$ cat config.mk
export PLATFORM = sky130hd
export DESIGN_NAME = input_conditioner
export DESIGN_NICKNAME = d
export VERILOG_FILES = /design/src/rtl/input_conditioner.sv
export SDC_FILE = /design/constraint.sdc
export NUM_CORES = 1
export LEC_CHECK = 0
export CAP_MARGIN = 20
export CORE_UTILIZATION = 50
export CTS_CLUSTER_SIZE = 40
export DETAILED_ROUTE_END_ITERATION = 7
export PLACE_DENSITY_LB_ADDON = 0.08
export SYNTH_ARGS = -nofsm -noshare
export SYNTH_HDL_FRONTEND = slang
export SYNTH_SLANG_ARGS = --single-unit
export TNS_END_PERCENT = 20
$ cat constraint.sdc
create_clock -name clk -period 14.7 [get_ports clk]
set_clock_uncertainty 0.2 [all_clocks]
set_input_delay 2.205 -clock clk [delete_from_list [all_inputs] [get_ports clk]]
set_output_delay 2.205 -clock clk [all_outputs]
set_load 0.005 [all_outputs]
$ cat src/rtl/input_conditioner.sv
// Conditions the board's raw slide switches and push buttons for switchleds:
// synchronises each of the 20 inputs, debounces it, and emits press/change strobes.
module input_conditioner #(
   parameter int DEBOUNCE_CYCLES = 1_000_000,
   parameter int SYNC_STAGES     = 2
) (
   input  logic        clk,
   input  logic        rst,
   input  logic [15:0] sw_raw,
   input  logic [3:0]  btn_raw,
   output logic [15:0] sw_db,
   output logic [3:0]  btn_db,
   output logic [3:0]  btn_press,
   output logic        sw_chg
);

   localparam int CH = 20;
   localparam int CW = $clog2(DEBOUNCE_CYCLES);

   // Buttons idle high: releasing reset with buttons untouched must not look like a press.
   localparam logic [CH-1:0] IDLE    = {4'hF, 16'h0000};
   localparam logic [CW-1:0] CNT_MAX = CW'(DEBOUNCE_CYCLES - 1);

   logic [CH-1:0] raw;
   logic [CH-1:0] s;
   logic [CH-1:0] d;
   logic [CH-1:0] d_prev;
   logic [SYNC_STAGES-1:0][CH-1:0] sync_q;

   assign raw = {btn_raw, sw_raw};

   always_ff @(posedge clk or posedge rst) begin
      if (rst) begin
         sync_q <= {SYNC_STAGES{IDLE}};
      end else begin
         sync_q <= {sync_q[SYNC_STAGES-2:0], raw};
      end
   end

   assign s = sync_q[SYNC_STAGES-1];

   // One stability counter per channel; any cycle where s agrees with d restarts qualification.
   for (genvar i = 0; i < CH; i++) begin : g_ch
      logic [CW-1:0] cnt;
      logic          dq;

      always_ff @(posedge clk or posedge rst) begin
         if (rst) begin
            cnt <= '0;
            dq  <= IDLE[i];
         end else if (s[i] == dq) begin
            cnt <= '0;
         end else if (cnt == CNT_MAX) begin
            dq  <= s[i];
            cnt <= '0;
         end else begin
            cnt <= cnt + CW'(1);
         end
      end

      assign d[i] = dq;
   end

   // d_prev lags d by one cycle, so strobes land in the cycle after the level changes.
   always_ff @(posedge clk or posedge rst) begin
      if (rst) begin
         d_prev    <= IDLE;
         btn_press <= '0;
         sw_chg    <= 1'b0;
      end else begin
         d_prev    <= d;
         btn_press <= d_prev[19:16] & ~d[19:16];
         sw_chg    <= |(d_prev[15:0] ^ d[15:0]);
      end
   end

   assign sw_db  = d[15:0];
   assign btn_db = d[19:16];

endmodule

; Word-level counts from Yosys, hierarchy flattened
; Index checks and enable logic that the tools add are counted.
[classes]
n_mux = 40
addsub = 20
bitwise_logic = 23
eq_ne = 40
reduce_logical = 21
[op_table]
columns = cell, n
row1 = 20-bit two-way mux, 40
row2 = 20-bit by 1-bit adder with 20-bit output (second input constant), 20
row3 = 20-bit equality test (second input constant), 20
row4 = 2-bit AND reduction, 20
row5 = 1-bit equality test, 20
row6 = 1-bit NOT, 20
row7 = 16-bit OR reduction, 1
row8 = 16-bit bitwise XOR, 1
row9 = 4-bit bitwise AND, 1
row10 = 4-bit NOT, 1
[word_totals]
ff_bits = 485
output_inout_bits = 25
input_bits = 22

; Longest topological paths before layout
[logic_depth]
ltp_word = 3
depth_mapped = 6
ltp_nobuf = 5

; Worst setup path after synthesis
; OpenSTA, ideal clock, no wires.
[synth_path]
path_kind = reg-to-output
start = register g_ch[19].dq
end = output btn_db[3]
setup_slack_ps = 11650
n_path_buf = 1
path_stages_with_launch = 2
arrival_ps = 645
path_cell_list = dfstp_2 buf_4
[synth_lines]
columns = element, line
row1 = from (decl), 45  ; logic dq;
row2 = from (signal assigned), 50  ; dq <= IDLE[i];
row3 = from (signal assigned), 54  ; dq <= s[i];
row4 = to (decl), 12  ; output logic [3:0] btn_db,
; No word-level cell between the ends.

==> flow_results.xml <==
<?xml version="1.0" encoding="UTF-8"?>
<metrics>
  <group name="status">
    <metric name="outcome" unit="">finished, final reports clean</metric>
  </group>
  <group name="floorplan">
    <metric name="coreArea" unit="mm^2">0.0453</metric>
    <metric name="floorplan.initialDensity" unit="%">50.5</metric>
    <metric name="die_width" unit="um">216</metric>
    <metric name="die_area" unit="mm^2">0.0466</metric>
    <metric name="site_row_count" unit="">78</metric>
    <metric name="floorplan_die_height" unit="um">216</metric>
    <metric name="pin_count" unit="">47</metric>
  </group>
  <group name="sta">
    <metric name="rsz_0062_raised_after_global_routing" unit="">no</metric>
    <metric name="finalHoldViolations" unit="">0</metric>
    <metric name="max-slew-margin-rel" unit="%">37.9</metric>
    <metric name="setup-violations-final" unit="">0</metric>
    <metric name="tns" unit="ns">0</metric>
    <metric name="final_max_slew_viol_count" unit="">0</metric>
    <metric name="fin_crit_sh" unit="%">32.1</metric>
    <metric name="final_period_minus_worst_setup_slack" unit="ns">4.72</metric>
    <metric name="worst_slew_pin_slew" unit="ns">0.931</metric>
    <metric name="peak_clock_frequency_supported_by_timing" unit="MHz">212</metric>
  </group>
  <group name="setup_path">
    <metric name="worst_path_dominant_cell_family" unit="">buffers and inverters</metric>
    <metric name="cp_common_cell" unit="">buf_12</metric>
    <metric name="buffers_inverters_on_critical_path" unit="">5</metric>
    <metric name="critical_path_fanout_max" unit="">178</metric>
    <metric name="critPathArrivalTime" unit="ns">5.13</metric>
    <metric name="critical_path.startpoint_type" unit="">input pin</metric>
    <metric name="critical_path_class" unit="">in -&gt; async</metric>
    <metric name="timing.reg2reg.setup_slack" unit="ns">11.92</metric>
    <metric name="crit_path_cell_trace" unit="">clkdlybuf4s50_1 -&gt; clkinvlp_4 -&gt; buf_12 -&gt; buf_12 -&gt; buf_4</metric>
    <metric name="worst-endpoint-required" unit="ns">15.12</metric>
    <metric name="critical_path.endpoint_type" unit="">asynchronous set/reset pin</metric>
    <metric name="slowest_stage" unit="">buf_4</metric>
    <metric name="max_stage_delay" unit="ns">0.77</metric>
  </group>
  <group name="grt">
    <metric name="largest_net_degree_at_the_start_of_global_routing" unit="">179</metric>
    <metric name="global_route_wire_length_before_repair" unit="mm">75.1</metric>
    <metric name="grt-ovfl-total" unit="">0</metric>
    <metric name="track_usage" unit="%">18.9</metric>
    <metric name="first_global_vias" unit="">16100</metric>
    <metric name="grt_antenna_before_repair" unit="">1</metric>
  </group>
  <group name="final_layout">
    <metric name="nets" unit="">2360</metric>
    <metric name="final_layout_size_suffix_gt1_share" unit="%">8.10</metric>
    <metric name="finish.instance_area" unit="mm^2">0.0258</metric>
    <metric name="finish.utilization" unit="%">57.0</metric>
    <metric name="area_growth" unit="%">12.8</metric>
    <metric name="nFillCells" unit="">3953</metric>
  </group>
  <group name="clock_network">
    <metric name="cts-buffers-inserted" unit="">54</metric>
    <metric name="worst_skew_pair.late_latency" unit="ns">0.59</metric>
    <metric name="root_buffer" unit="">clkbuf_16</metric>
    <metric name="worst_setup_hold_path_clk_slew" unit="ns">0.06</metric>
    <metric name="cts-htree-levels" unit="">2</metric>
    <metric name="post_cts.repair.setup_buffers" unit="">0</metric>
    <metric name="cts_sinks" unit="">485</metric>
    <metric name="cts_hold_buf" unit="">0</metric>
    <metric name="cts_tree" unit="">yes</metric>
    <metric name="cts_resized" unit="">0</metric>
    <metric name="max-clock-path-buffers" unit="">3</metric>
  </group>
  <group name="synthesis">
    <metric name="yosys-top-cells-area" unit="">dfrtp_1 51%, xor2_1 5.2%, xnor2_1 4.8%, nor2_1 4.7%, nand3_1 3.6%</metric>
    <metric name="synth_seq_cells" unit="">485</metric>
    <metric name="synth_edf_count" unit="">0</metric>
    <metric name="postSynth.asyncResetShare" unit="%">100</metric>
    <metric name="synthCells" unit="">2279</metric>
    <metric name="netlist-cell-type-count" unit="">47</metric>
    <metric name="yosysMostFrequentCell" unit="">dfrtp_1</metric>
    <metric name="area_share_of_the_largest_cell_type_after_synthesis" unit="%">51.3</metric>
    <metric name="yosysSeqAreaShare" unit="%">53.1</metric>
    <metric name="synth_area_per_cell" unit="um^2">10.0</metric>
    <metric name="post-synth-top-area-cell" unit="">dfrtp_1</metric>
    <metric name="yosys_warnings" unit="">0</metric>
    <metric name="postSynthNetCount" unit="">2321</metric>
    <metric name="ys.flop_type" unit="">dfrtp_1</metric>
    <metric name="synthesis.area" unit="mm^2">0.0229</metric>
    <metric name="synth.cells.most_frequent" unit="">469 x dfrtp_1, 288 x nor2_1, 165 x nand3_1</metric>
  </group>
  <group name="drt">
    <metric name="routed-via-count" unit="">16500</metric>
    <metric name="first_iter_violations" unit="">1136</metric>
    <metric name="avgViaCountPerCell" unit="">5.56</metric>
    <metric name="drt_wl_total" unit="mm">42.5</metric>
    <metric name="remaining_drc_errors" unit="">0</metric>
    <metric name="detailedRoute.firstPassIterationCount" unit="">5</metric>
    <metric name="avgRoutedWirePerCell" unit="um">14.4</metric>
    <metric name="final_antenna_net_count" unit="">0</metric>
  </group>
  <group name="hold_path">
    <metric name="hold_class" unit="">reg -&gt; reg</metric>
  </group>
  <group name="place">
    <metric name="post-dp-hpwl" unit="mm">27.9</metric>
    <metric name="dpl-instance-area" unit="mm^2">0.0239</metric>
    <metric name="placement.io_buffers" unit="">46</metric>
    <metric name="gp_congestion" unit="">0.791</metric>
  </group>
  <group name="pwr">
    <metric name="power-per-cell-area" unit="mW/mm^2">111</metric>
    <metric name="ir_worst_vdd" unit="mV">0.0911</metric>
    <metric name="power" unit="mW">2.86</metric>
    <metric name="p_leak" unit="nW">10.4</metric>
  </group>
  <group name="job">
    <metric name="max_cap_viol_count" unit="">0</metric>
  </group>
</metrics>
## registers in the layout (all words and copies together), names as in the netlist
| name | cells |
|---|---|
| d_prev | 20 |
| g_ch.cnt | 400 |
| btn_press | 4 |
| s | 20 |
| sync_q | 20 |
| g_ch.dq | 20 |
| sw_chg | 1 |
## through the flow
| stage | instances | hold slack [ns] | setup slack (ns) |
|---|---|---|---|
| floorplan | 2279 | 0.131 | 5.73 |
| global route | 2959 | 0.153 | 9.58 |
| detailed placement | 2861 | 0.142 | 9.04 |
| global placement | 2861 | 0.132 | 9.10 |
| CTS | 2958 | 0.148 | 9.67 |
| finish | 2960 | 0.145 | 9.98 |
## layer usage
metal | GRT usage [%] | share of wire [%]
met1 | 26.2 | 48
met2 | 30.5 | 47
met3 | 3.23 | 3.9
met4 | 5.85 | 1.8
met5 | 0 | 0
## cell type report
class / instances / area (um^2) / area share, %
inverter: 73 / 278 / 1.08
sequential: 485 / 12200 / 47.1
tap: 600 / 751 / 2.91
multi-input combinational: 1639 / 10100 / 39.1
timing repair buffer: 65 / 648 / 2.51
antenna: 1 / 2.50 / 0.00970
clock buffer: 77 / 1630 / 6.32
clock inverter: 20 / 255 / 0.989
## logic make-up after synthesis
kind of cell	count (synthesis)	synth area share (%)
AOI/OAI and AO/OA	284	7.12
DFF	485	53.1
buffers and inverters	155	2.96
xor gates and xnor gates	263	10.1
adders and majority gates	20	1.09
and+or+nand+nor	1050	24.5
muxes	22	1.07
## cell usage in the layout, fill, tap and decap left out, drive strengths merged, types with 20 or more instances in the layout
cell type      instances
dfrtp                469
nor2                 288
nand3                175
xor2                 137
a21oi                133
xnor2                126
nand2                110
o21ai                 93
nand4                 80
or3                   78
clkbuf                77
or4                   74
inv                   72
nor4                  55
o31ai                 49
and3                  48
nor3                  47
clkdlybuf4s50         46
and4                  21
mux2                  20
ha                    20
## worst reg2reg max path, delay by kind of cell (launching register included)
family,cells,cell delay [ns]
AND/OR/NAND/NOR,2,1.07
flip-flops,1,0.40
buffers and inverters,1,0.30
AO/OA/AOI/OAI,2,0.69
## final timing paths
kind	from	end	cells after the start
worst max-delay path	rst	g_ch[3].cnt[11]$_DFF_PP0_	5
worst min-delay path	sync_q[13]$_DFF_PP0_	s[13]$_DFF_PP0_	0
worst max register to register	g_ch[10].cnt[15]$_DFF_PP0_	g_ch[10].cnt[18]$_DFF_PP0_	5
worst min register to register	sync_q[13]$_DFF_PP0_	s[13]$_DFF_PP0_	0
max in group clk	g_ch[19].dq$_DFFE_PP1P_	btn_db[3]	1
min in group asynchronous	rst	btn_press[0]$_DFF_PP0_	3
## power by group
| group | switching (mW) | internal (mW) |
|---|---|---|
| Sequential | 0.0183 | 1.36 |
| Clock | 0.532 | 0.871 |
| Combinational | 0.0572 | 0.0254 |
Note: power is estimated with default switching activity, not from simulation.
